--- src/rtl/i2c_master_byte_engine.sv ---
// I2C initiator byte engine: one START / byte / STOP command per cmd handshake on open-drain pad triplets.
// Latency: START 3 quarters (repeated START 4), byte 36 quarters, STOP 4; one quarter = PRESCALE clk.
// Backpressure: cmd_ready is low while a command executes and returns 1 clk after its final quarter.
// Optional I2C_CLOCK_STRETCH_EN: while SCL is released in Q2, a target holding SCL low freezes the quarter counter.
module i2c_master_byte_engine #(
  parameter int PRESCALE = 250
) (
  input  logic       clk,
  input  logic       rst,
  input  logic       cmd_valid,
  output logic       cmd_ready,
  input  logic       cmd_start,
  input  logic       cmd_write,
  input  logic       cmd_read,
  input  logic       cmd_ack,
  input  logic       cmd_stop,
  input  logic [7:0] tx_data,
  output logic [7:0] rx_data,
  output logic       rx_valid,
  output logic       ack_err,
  output logic       busy,
  output logic       bus_held,
  input  logic       i2c_scl_i,
  output logic       i2c_scl_o,
  output logic       i2c_scl_t,
  input  logic       i2c_sda_i,
  output logic       i2c_sda_o,
  output logic       i2c_sda_t
);

  typedef enum logic [2:0] {S_IDLE, S_HOLD, S_START, S_BIT, S_STOP} state_t;

  localparam logic [15:0] PS_M1 = 16'(PRESCALE - 1);

  state_t      state;
  logic [1:0]  q;          // quarter within the current field
  logic [3:0]  bitn;       // 0..7 data bits, 8 = ACK slot
  logic [15:0] qcnt;
  logic        c_byte, c_wr, c_ack, c_stop, c_rs;
  logic [7:0]  c_tx;
  logic [7:0]  rx_sh;
  logic        ack_smp;

  // Pads are open-drain: only the tristate enables move.
  assign i2c_scl_o = 1'b0;
  assign i2c_sda_o = 1'b0;

  logic op_byte, op_start, op_stop, active, stall, tick;
  logic [1:0] q_nxt, last_q;
  logic [3:0] bit_nxt;

  assign op_byte  = cmd_write | cmd_read;
  assign op_start = cmd_start | (op_byte & ~bus_held);
  // A lone STOP on an idle bus has nothing to terminate.
  assign op_stop  = cmd_stop & (bus_held | op_start);
  assign active   = (state == S_START) || (state == S_BIT) || (state == S_STOP);
  assign q_nxt    = q + 2'd1;
  assign bit_nxt  = bitn + 4'd1;
  assign last_q   = (state == S_START && !c_rs) ? 2'd2 : 2'd3;

`ifdef I2C_CLOCK_STRETCH_EN
  assign stall = active && (q == 2'd2) && i2c_scl_t && !i2c_scl_i;
`else
  logic unused_scl_i;
  assign unused_scl_i = i2c_scl_i;
  assign stall = 1'b0;
`endif

  assign tick = active && !stall && (qcnt == PS_M1);

  // Line levels {scl_t, sda_t} for a given field and quarter.
  function automatic logic [1:0] lines(input state_t st, input logic [1:0] qq, input logic [3:0] b,
                                       input logic wr, input logic [7:0] tx, input logic ack,
                                       input logic rs);
    logic [1:0] r;
    logic [2:0] idx;
    r   = 2'b11;
    idx = ~b[2:0];
    case (st)
      S_START: begin
        if (rs) begin
          case (qq)
            2'd0:    r = 2'b01;
            2'd1:    r = 2'b11;
            2'd2:    r = 2'b10;
            default: r = 2'b00;
          endcase
        end else begin
          r = (qq == 2'd2) ? 2'b00 : 2'b10;
        end
      end
      S_BIT: begin
        r[1] = qq[1];
        if (b == 4'd8) r[0] = wr ? 1'b1 : ~ack;
        else           r[0] = wr ? tx[idx] : 1'b1;
      end
      S_STOP: begin
        case (qq)
          2'd0:    r = 2'b00;
          2'd1:    r = 2'b10;
          default: r = 2'b11;
        endcase
      end
      S_HOLD:  r = 2'b01;
      default: r = 2'b11;
    endcase
    return r;
  endfunction

  // Command FSM: accept, walk START/BIT/STOP quarters, register all outputs.
  always_ff @(posedge clk) begin
    if (rst) begin
      state     <= S_IDLE;
      q         <= 2'd0;
      bitn      <= 4'd0;
      qcnt      <= 16'd0;
      c_byte    <= 1'b0;
      c_wr      <= 1'b0;
      c_ack     <= 1'b0;
      c_stop    <= 1'b0;
      c_rs      <= 1'b0;
      c_tx      <= 8'h00;
      rx_sh     <= 8'h00;
      ack_smp   <= 1'b0;
      rx_data   <= 8'h00;
      rx_valid  <= 1'b0;
      ack_err   <= 1'b0;
      busy      <= 1'b0;
      cmd_ready <= 1'b1;
      bus_held  <= 1'b0;
      i2c_scl_t <= 1'b1;
      i2c_sda_t <= 1'b1;
    end else begin
      rx_valid <= 1'b0;
      ack_err  <= 1'b0;
      if (active && !stall) qcnt <= tick ? 16'd0 : qcnt + 16'd1;
      case (state)
        S_IDLE, S_HOLD: begin
          if (cmd_valid && cmd_ready && (op_start || op_byte || op_stop)) begin
            c_byte    <= op_byte;
            c_wr      <= cmd_write;
            c_ack     <= cmd_ack;
            c_stop    <= cmd_stop;
            c_tx      <= tx_data;
            c_rs      <= bus_held;
            busy      <= 1'b1;
            cmd_ready <= 1'b0;
            qcnt      <= 16'd0;
            q         <= 2'd0;
            bitn      <= 4'd0;
            if (op_start) begin
              state <= S_START;
              {i2c_scl_t, i2c_sda_t} <= lines(S_START, 2'd0, 4'd0, cmd_write, tx_data, cmd_ack, bus_held);
            end else if (op_byte) begin
              state <= S_BIT;
              {i2c_scl_t, i2c_sda_t} <= lines(S_BIT, 2'd0, 4'd0, cmd_write, tx_data, cmd_ack, bus_held);
            end else begin
              state <= S_STOP;
              {i2c_scl_t, i2c_sda_t} <= lines(S_STOP, 2'd0, 4'd0, cmd_write, tx_data, cmd_ack, bus_held);
            end
          end
        end
        default: begin
          if (tick) begin
            // Sample SDA on the last clk of Q2, while SCL is high.
            if (state == S_BIT && q == 2'd2) begin
              if (bitn != 4'd8) rx_sh <= {rx_sh[6:0], i2c_sda_i};
              else              ack_smp <= i2c_sda_i;
            end
            if (q != last_q) begin
              q <= q_nxt;
              {i2c_scl_t, i2c_sda_t} <= lines(state, q_nxt, bitn, c_wr, c_tx, c_ack, c_rs);
            end else begin
              q <= 2'd0;
              case (state)
                S_START: begin
                  bus_held <= 1'b1;
                  if (c_byte) begin
                    state <= S_BIT;
                    bitn  <= 4'd0;
                    {i2c_scl_t, i2c_sda_t} <= lines(S_BIT, 2'd0, 4'd0, c_wr, c_tx, c_ack, c_rs);
                  end else if (c_stop) begin
                    state <= S_STOP;
                    {i2c_scl_t, i2c_sda_t} <= lines(S_STOP, 2'd0, 4'd0, c_wr, c_tx, c_ack, c_rs);
                  end else begin
                    state <= S_HOLD; busy <= 1'b0; cmd_ready <= 1'b1;
                    {i2c_scl_t, i2c_sda_t} <= lines(S_HOLD, 2'd0, 4'd0, c_wr, c_tx, c_ack, c_rs);
                  end
                end
                S_BIT: begin
                  if (bitn != 4'd8) begin
                    bitn <= bit_nxt;
                    {i2c_scl_t, i2c_sda_t} <= lines(S_BIT, 2'd0, bit_nxt, c_wr, c_tx, c_ack, c_rs);
                  end else begin
                    if (c_wr) ack_err <= ack_smp;
                    else begin
                      rx_valid <= 1'b1;
                      rx_data  <= rx_sh;
                    end
                    if (c_stop) begin
                      state <= S_STOP;
                      {i2c_scl_t, i2c_sda_t} <= lines(S_STOP, 2'd0, 4'd0, c_wr, c_tx, c_ack, c_rs);
                    end else begin
                      state <= S_HOLD; busy <= 1'b0; cmd_ready <= 1'b1;
                      {i2c_scl_t, i2c_sda_t} <= lines(S_HOLD, 2'd0, 4'd0, c_wr, c_tx, c_ack, c_rs);
                    end
                  end
                end
                default: begin
                  state    <= S_IDLE;
                  bus_held <= 1'b0;
                  busy     <= 1'b0;
                  cmd_ready <= 1'b1;
                  {i2c_scl_t, i2c_sda_t} <= 2'b11;
                end
              endcase
            end
          end
        end
      endcase
    end
  end

endmodule

--- config.mk ---
export PLATFORM = sky130hd
export DESIGN_NAME = i2c_master_byte_engine
export DESIGN_NICKNAME = d
export VERILOG_FILES = /design/src/rtl/i2c_master_byte_engine.sv
export SDC_FILE = /design/constraint.sdc
export NUM_CORES = 1
export LEC_CHECK = 0
export ABC_AREA = 1
export ABC_CLOCK_PERIOD_IN_PS = 4600
export BUFFER_PORTS_ARGS = -buffer_cell sky130_fd_sc_hd__clkbuf_2
export CAP_MARGIN = 25
export CORE_AREA = 2 2 97 99
export DETAILED_ROUTE_END_ITERATION = 7
export DIE_AREA = 0 0 99 101
export PLACE_DENSITY_LB_ADDON = 0.2
export SLEW_MARGIN = 20
export SYNTH_ARGS = -nofsm -noshare
export SYNTH_HDL_FRONTEND = slang
export SYNTH_SLANG_ARGS = --single-unit
--- constraint.sdc ---
create_clock -name clk -period 4.6 [get_ports clk]
set_input_delay 0.69 -clock clk [delete_from_list [all_inputs] [get_ports clk]]
set_output_delay 0.69 -clock clk [all_outputs]
set_load 0.005 [all_outputs]
==> impl_metrics.ini, run 1 <==
[run]
maxCapViolations = 0

[sta]
maxSlewViolCount = 0
final_period_minus_worst_setup_slack_ps = 2230
final.setup.tns_ps = 0
holdWs_ps = 454
rsz0062_at_grt = false
tightestPinTransition_ps = 617
fmax_mhz = 448
timing.clock.skew_ps = 14.3
worst_slew_margin_relative_to_its_limit_pct = 58.8
timing.final.crit_share_pct = 48.6
report.final.setup_viol = 0
timing.final.hold_violations = 0

[drt]
ant_nets = 0
drc_errors = 0
drt_first_iter_violations = 117
detail_route.first_pass.iterations = 4
routed_via_density = 4.92
vias = 3207
drt-total-wl_um = 7870
drt-wirelength-per-cell_um = 12.1

[power_and_ir_drop]
power-per-cell-area_mw_per_mm2 = 538
max-vdd-ir-drop_mv = 0.234
p_leak_nw = 1.69

[cts]
tritoncts_clock_tree = done
cts-buffers-inserted = 9
cts_sinks = 62
post_cts_resize_count = 0
cts_root_buf = sky130_fd_sc_hd__clkbuf_8
insertion_delay_ps = 350
clk_transition_reported_paths_ps = 80
htree_num_levels = 3
cts_hold_buf = 0
post-cts-setup-buffers = 0
cts-root-to-sink-buffers = 2

[run_status]
outcome = finished, final reports clean

[layout]
nets = 561
layout_cells_sized_above_1_pct = 16.6
post-route-cell-area_mm2 = 0.00393
n_diodes = 0
fin_cells = 652
layout.filler_cells = 959
syn2layout_area_growth_pct = 12.9

[logic_synthesis]
synthesis.area_per_instance_um2 = 6.84
synth-seq-cells = 62
ys.warnings.count = 0
synth-edff-count = 0
post_synth_num_cell_types = 44
dominant_synthesized_flop_cell = sky130_fd_sc_hd__dfxtp_1
synthCells = 508
netlist_top_cells_area = sky130_fd_sc_hd__dfxtp_1 36%, sky130_fd_sc_hd__nand2_1 13%, sky130_fd_sc_hd__inv_1 7.3%
post_synth_design_cell_area_mm2 = 0.00348
synth_largest_type_area_fraction_pct = 35.7
synth_sequential_area_ratio_pct = 35.7
postSynth.asyncResetShare_pct = 0
post-synth-top-area-cell = sky130_fd_sc_hd__dfxtp_1

[global_routing]
grt_usage_pct = 16.7
antenna_found_initial = 0
wire_length_of_the_first_global_routing_pass_um = 13500
largest_net_degree_at_the_start_of_global_routing = 34
via_count_of_the_first_global_routing_pass = 2919
grt.overflow.total = 0

[placed_design]
detailedPlacementHpwl_um = 5700
place.port_buffers = 31
dpl_cell_area_mm2 = 0.00369
finalWeightedCongestion = 0.861
place.detailed.instances = 635

[die]
pin_count = 35
fp.dieH_um = 101
core_region_area_mm2 = 0.00898
starting_density_of_the_core_pct = 38.7
floorplan.rows = 35
die_area_mm2 = 0.0100
fp.dieW_um = 99

[worst_setup_path]
rrSetupSlack_ps = 2370
kind_of_critical_path = flop to flop
cp-start-kind = flop
required_time_of_the_critical_path_ps = 4860
critPathArrivalTime_ps = 2490
timing.critical_path.fanout_max = 31
worst_setup_path_end_kind = flop

[hold_path]
worst_hold_path_type = flop to flop
critical path: stages, from the launching register on:
cell and delay (ps):
sky130_fd_sc_hd__dfxtp_1 340, sky130_fd_sc_hd__inv_2 150, sky130_fd_sc_hd__nand3_1 130, sky130_fd_sc_hd__nand2_2 170, sky130_fd_sc_hd__nand3_2 510, sky130_fd_sc_hd__nand2_2 280, sky130_fd_sc_hd__nor2_4 60, sky130_fd_sc_hd__inv_1 310
sky130_fd_sc_hd__nor2_1 70, sky130_fd_sc_hd__o21a_1 110
registers in the layout, summed over array words and instances, names as in the netlist, 2 cells and up:
signal and count:
bitn 4, c_tx 8, q 2, qcnt 16
rx_data 8, rx_sh 8, state 3
report_power, final:
part | leakage, nW | switching [W] | internal (W)
combinational | 1.07 | 0.000604 | 0.000276
sequential | 0.504 | 0.0000948 | 0.000629
clock | 0.109 | 0.000230 | 0.000280
total | 1.69 | 0.000929 | 0.00118
cell families after synthesis:
family / Yosys count / synth area share [%]
XOR/XNOR: 6 / 1.51
AND/OR/NAND/NOR: 255 / 35.0
buffers and inverters: 92 / 10.8
AO/OA/AOI/OAI: 85 / 14.3
adder cells (fa/ha/maj): 7 / 2.52
other: 1 / 0.108
flip-flops: 62 / 35.7
routing by layer:
metal	vias to the layer above	track usage [%]	share of wire (%)
met1	1437	23.0	50
met3	8	3.81	4.5
met4	0	6.01	1.4
met2	65	25.8	44
met5	-	0	0
li1	1697	-	-
synthesized netlist by cell type, types with 5 or more instances:
cell type and n:
sky130_fd_sc_hd__xor2_1 5, sky130_fd_sc_hd__nor3_1 11, sky130_fd_sc_hd__nor2_1 48, sky130_fd_sc_hd__o21ai_0 25, sky130_fd_sc_hd__inv_1 68, sky130_fd_sc_hd__buf_2 5
sky130_fd_sc_hd__nor2_2 6, sky130_fd_sc_hd__nand3_1 35, sky130_fd_sc_hd__nand2_2 7, sky130_fd_sc_hd__nand4_1 7, sky130_fd_sc_hd__nand2_1 121, sky130_fd_sc_hd__a21oi_1 40
sky130_fd_sc_hd__a211oi_1 8, sky130_fd_sc_hd__dfxtp_1 62, sky130_fd_sc_hd__inv_2 5, sky130_fd_sc_hd__nor2_4 5, sky130_fd_sc_hd__clkbuf_1 6, sky130_fd_sc_hd__ha_1 7
path summary, 6_finish.rpt:
path / start / endpoint / cells past startpoint
worst max-delay path: state[2] / qcnt[6] / 9
worst min-delay path: ack_smp / ack_smp / 2
worst max register to register: state[2] / qcnt[6] / 9
worst min register to register: ack_smp / ack_smp / 2
area by class of cell:
class                      count  area, um^2  share of cell area [%]
multi-input combinational    355        1860                    47.5
sequential                    62        1240                    31.6
tap                          111         139                    3.54
clock buffer                  11         151                    3.86
timing repair buffer          32         183                    4.65
inverter                      76         290                    7.39
clock inverter                 5        57.6                    1.47
placed cells by master, fill, tap and decap left out, types with 2 or more instances in the layout:
cell and instances:
sky130_fd_sc_hd__nand2_1 121, sky130_fd_sc_hd__inv_1 68, sky130_fd_sc_hd__dfxtp_1 62, sky130_fd_sc_hd__nor2_1 48, sky130_fd_sc_hd__a21oi_1 40, sky130_fd_sc_hd__nand3_1 35
sky130_fd_sc_hd__clkbuf_2 31, sky130_fd_sc_hd__o21ai_0 25, sky130_fd_sc_hd__nor3_1 11, sky130_fd_sc_hd__clkbuf_8 11, sky130_fd_sc_hd__a211oi_1 8, sky130_fd_sc_hd__nand2_2 7
sky130_fd_sc_hd__nand4_1 7, sky130_fd_sc_hd__ha_1 7, sky130_fd_sc_hd__nor2_2 6, sky130_fd_sc_hd__inv_2 5, sky130_fd_sc_hd__nor2_4 5, sky130_fd_sc_hd__xor2_1 5
sky130_fd_sc_hd__clkinv_2 4, sky130_fd_sc_hd__nand3_2 3, sky130_fd_sc_hd__nand2_4 2, sky130_fd_sc_hd__nor3_2 2, sky130_fd_sc_hd__a211oi_2 2, sky130_fd_sc_hd__o211ai_1 2
sky130_fd_sc_hd__nand4_4 2, sky130_fd_sc_hd__o22ai_1 2, sky130_fd_sc_hd__conb_1 2, sky130_fd_sc_hd__clkinv_4 2
through the flow:
stage	total power, W	setup slack [ps]	utilization, %
floorplan	0.00142	2730	-
global placement	0.00160	1930	41.1
detailed placement	0.00161	1940	41.1
CTS	0.00213	2310	43.4
global route	0.00230	2100	43.7
finish	0.00211	2370	43.7
(Power assumes the default switching activity.)
==> run 2, diff against run 1 <==
--- a/config.mk
+++ b/config.mk
@@ -5,13 +5,13 @@
 export SDC_FILE = /design/constraint.sdc
 export NUM_CORES = 1
 export LEC_CHECK = 0
-export ABC_AREA = 1
-export ABC_CLOCK_PERIOD_IN_PS = 4600
+export ABC_AREA = 0
+export ABC_CLOCK_PERIOD_IN_PS = 2200
 export BUFFER_PORTS_ARGS = -buffer_cell sky130_fd_sc_hd__clkbuf_2
 export CAP_MARGIN = 25
-export CORE_AREA = 2 2 97 99
+export CORE_AREA = 2 2 93 95
 export DETAILED_ROUTE_END_ITERATION = 7
-export DIE_AREA = 0 0 99 101
+export DIE_AREA = 0 0 95 97
 export PLACE_DENSITY_LB_ADDON = 0.2
 export SLEW_MARGIN = 20
 export SYNTH_ARGS = -nofsm -noshare
==> constraint.sdc (replaced) <==
create_clock -name clk -period 2.2 [get_ports clk]
set_input_delay 0.33 -clock clk [delete_from_list [all_inputs] [get_ports clk]]
set_output_delay 0.33 -clock clk [all_outputs]
set_load 0.005 [all_outputs]
==> impl_metrics.ini, run 2 <==
[sta]
timing.final.crit_share_pct = 93.6
tightestPinTransition_ps = 516
worst_slew_margin_relative_to_its_limit_pct = 65.6
timing.final.hold_violations = 0
final_period_minus_worst_setup_slack_ps = 2060
report.final.setup_viol = 0
fin_ws_ps = 140
maxSlewViolCount = 0
rsz0062_at_grt = false
timing.clock.skew_ps = 11.0
final.setup.tns_ps = 0
fmax_mhz = 486

[worst_setup_path]
critPathArrivalTime_ps = 2280
timing.critical_path.fanout_max = 5
cp-start-kind = flop
timing.critical_path.from = bitn[1]
required_time_of_the_critical_path_ps = 2420
kind_of_critical_path = flop to flop
critical_path.reg2reg.startpoint = bitn[1]
worst_setup_path_end_kind = flop

[placed_design]
place.port_buffers = 31
pre_cts_slack_ps = 42.2
detailedPlacementHpwl_um = 5760
finalWeightedCongestion = 0.869

[cts]
cts_sinks = 62
insertion_delay_ps = 340
htree_num_levels = 3
cts-root-to-sink-buffers = 2
cts-buffers-inserted = 9
cts_root_buf = sky130_fd_sc_hd__clkbuf_8
clk_transition_reported_paths_ps = 80
tritoncts_clock_tree = done

[logic_synthesis]
post_synth_design_cell_area_mm2 = 0.00318
synth-edff-count = 0
post-synth-top-area-cell = sky130_fd_sc_hd__dfxtp_1
netlist_top_cells_count = 62 x sky130_fd_sc_hd__dfxtp_1, 40 x sky130_fd_sc_hd__nand2_1, 38 x sky130_fd_sc_hd__nor2_1, 34 x sky130_fd_sc_hd__a21oi_1, 17 x sky130_fd_sc_hd__nand3_1
postSynth.asyncResetShare_pct = 0
synth_sequential_area_ratio_pct = 39.1
ys.warnings.count = 0
synth-seq-cells = 62
post_synth_num_cell_types = 65
yosysMostFrequentCell = sky130_fd_sc_hd__dfxtp_1
dominant_synthesized_flop_cell = sky130_fd_sc_hd__dfxtp_1
synthesis.area_per_instance_um2 = 8.54
netlist_top_cells_area = sky130_fd_sc_hd__dfxtp_1 39%, sky130_fd_sc_hd__a21oi_1 5.4%, sky130_fd_sc_hd__nand2_1 4.7%
synthCells = 372
synth_largest_type_area_fraction_pct = 39.1

[global_routing]
wire_length_of_the_first_global_routing_pass_um = 13400
grt.overflow.total = 0
grt_usage_pct = 18.3
antenna_found_initial = 0
largest_net_degree_at_the_start_of_global_routing = 35
via_count_of_the_first_global_routing_pass = 2711

[drt]
drt_first_iter_violations = 182
drt-wirelength-per-cell_um = 15.1
routed_via_density = 5.39
vias = 2836
drc_errors = 0
ant_nets = 0
drt-total-wl_um = 7940
detail_route.first_pass.iterations = 4

[power_and_ir_drop]
clock_network_power_share_pct = 37.4
p_leak_nw = 1.45
max-vdd-ir-drop_mv = 0.306
intPower_w = 0.00189
power_frac_comb_pct = 17.7
power-per-cell-area_mw_per_mm2 = 720
seq_power_share_pct = 44.9
netSwitchingPower_w = 0.000811
netSwitchingFraction_pct = 30.1

[layout]
syn2layout_area_growth_pct = 17.9
n_diodes = 0
multi_input_comb_area_mm2 = 0.00180
largest_reg_flops = 16
layout.filler_cells = 781
ff_latch_area_mm2 = 0.00124
layout_cells_sized_above_1_pct = 21.1
final_cell_mix = 62 x sky130_fd_sc_hd__dfxtp_1, 40 x sky130_fd_sc_hd__nand2_1, 38 x sky130_fd_sc_hd__nor2_1
utilization_pct = 46.0
layout.cells.most_common = sky130_fd_sc_hd__dfxtp_1
nets = 441
largest-register = qcnt

[die]
pin_count = 35
starting_density_of_the_core_pct = 39.1
fp.dieH_um = 97
core_region_area_mm2 = 0.00813
fp.dieW_um = 95
floorplan.rows = 33
die_area_mm2 = 0.00922

[run_status]
outcome = finished, final reports clean

[hold_path]
worst_hold_path_type = input port to flop
min_from = tx_data[2]

[run]
maxCapViolations = 0
## run 2: layout make-up
class,instances,share of cell area (%)
Tap cell,105,3.51
Sequential cell,62,33.1
Clock inverter,7,2.00
Clock buffer,9,3.31
Inverter,14,1.40
Multi-Input combinational cell,276,48.1
Timing Repair Buffer,53,8.55
## run 2: power groups by stage
stage | clock (W) | sequential [W] | combinational (W)
after detailed placement | 0 | 0.00124 | 0.000471
after global placement | 0 | 0.00124 | 0.000467
after floorplan | 0 | 0.00122 | 0.000319
after CTS | 0.00104 | 0.00121 | 0.000472
after global routing | 0.00108 | 0.00122 | 0.000531
final | 0.00101 | 0.00121 | 0.000479
## run 2: worst paths after layout
path,cells after the start,end,slack [ps]
max,5,i2c_sda_t,140
min reg2reg,2,ack_err,430
min,3,c_tx[2],200
max reg2reg,5,i2c_sda_t,140
## run 2: cell families after synthesis
group                      after synthesis  synth area share, %
and+or+nand+nor                        148                 23.5
AOI/OAI and AO/OA                       86                 18.3
DFF                                     62                 39.1
buffers and inverters                   35                 4.84
muxes                                   17                 7.01
xor gates and xnor gates                16                 4.41
adders and majority gates                7                 2.76
other                                    1                0.118
## run 2: repair_timing
| item | CTS | global route |
|---|---|---|
| resized for setup | 0 | 5 |
| buffers inserted | 0 | 1 |
| hold buffers | 0 | 0 |
| endpoints found under the setup margin | 0 | 17 |
## run 2: metrics by stage
step                instance area [um^2]  hold WS, ps  cells  power [W]
detailed placement                  3520          433    509    0.00171
global placement                    3520          436    509    0.00170
floorplan                           3180          414    373    0.00154
CTS                                 3720          186    525    0.00272
global route                        3740          211    526    0.00283
finish                              3740          200    526    0.00270
## run 2: worst max-delay path, stage by stage, from the launching register on
cell and delay [ps]:
sky130_fd_sc_hd__dfxtp_1 390, sky130_fd_sc_hd__buf_4 160, sky130_fd_sc_hd__mux4_2 470, sky130_fd_sc_hd__or4_1 420, sky130_fd_sc_hd__a311oi_1 370, sky130_fd_sc_hd__o31ai_1 120
## run 2: routing by layer
layer | wire, um | up-vias | track usage (%)
li1 | - | 1430 | -
met1 | 3890 | 1344 | 26.0
met2 | 3640 | 53 | 27.8
met3 | 305 | 9 | 2.88
met4 | 108 | 0 | 6.80
met5 | 0 | - | 0
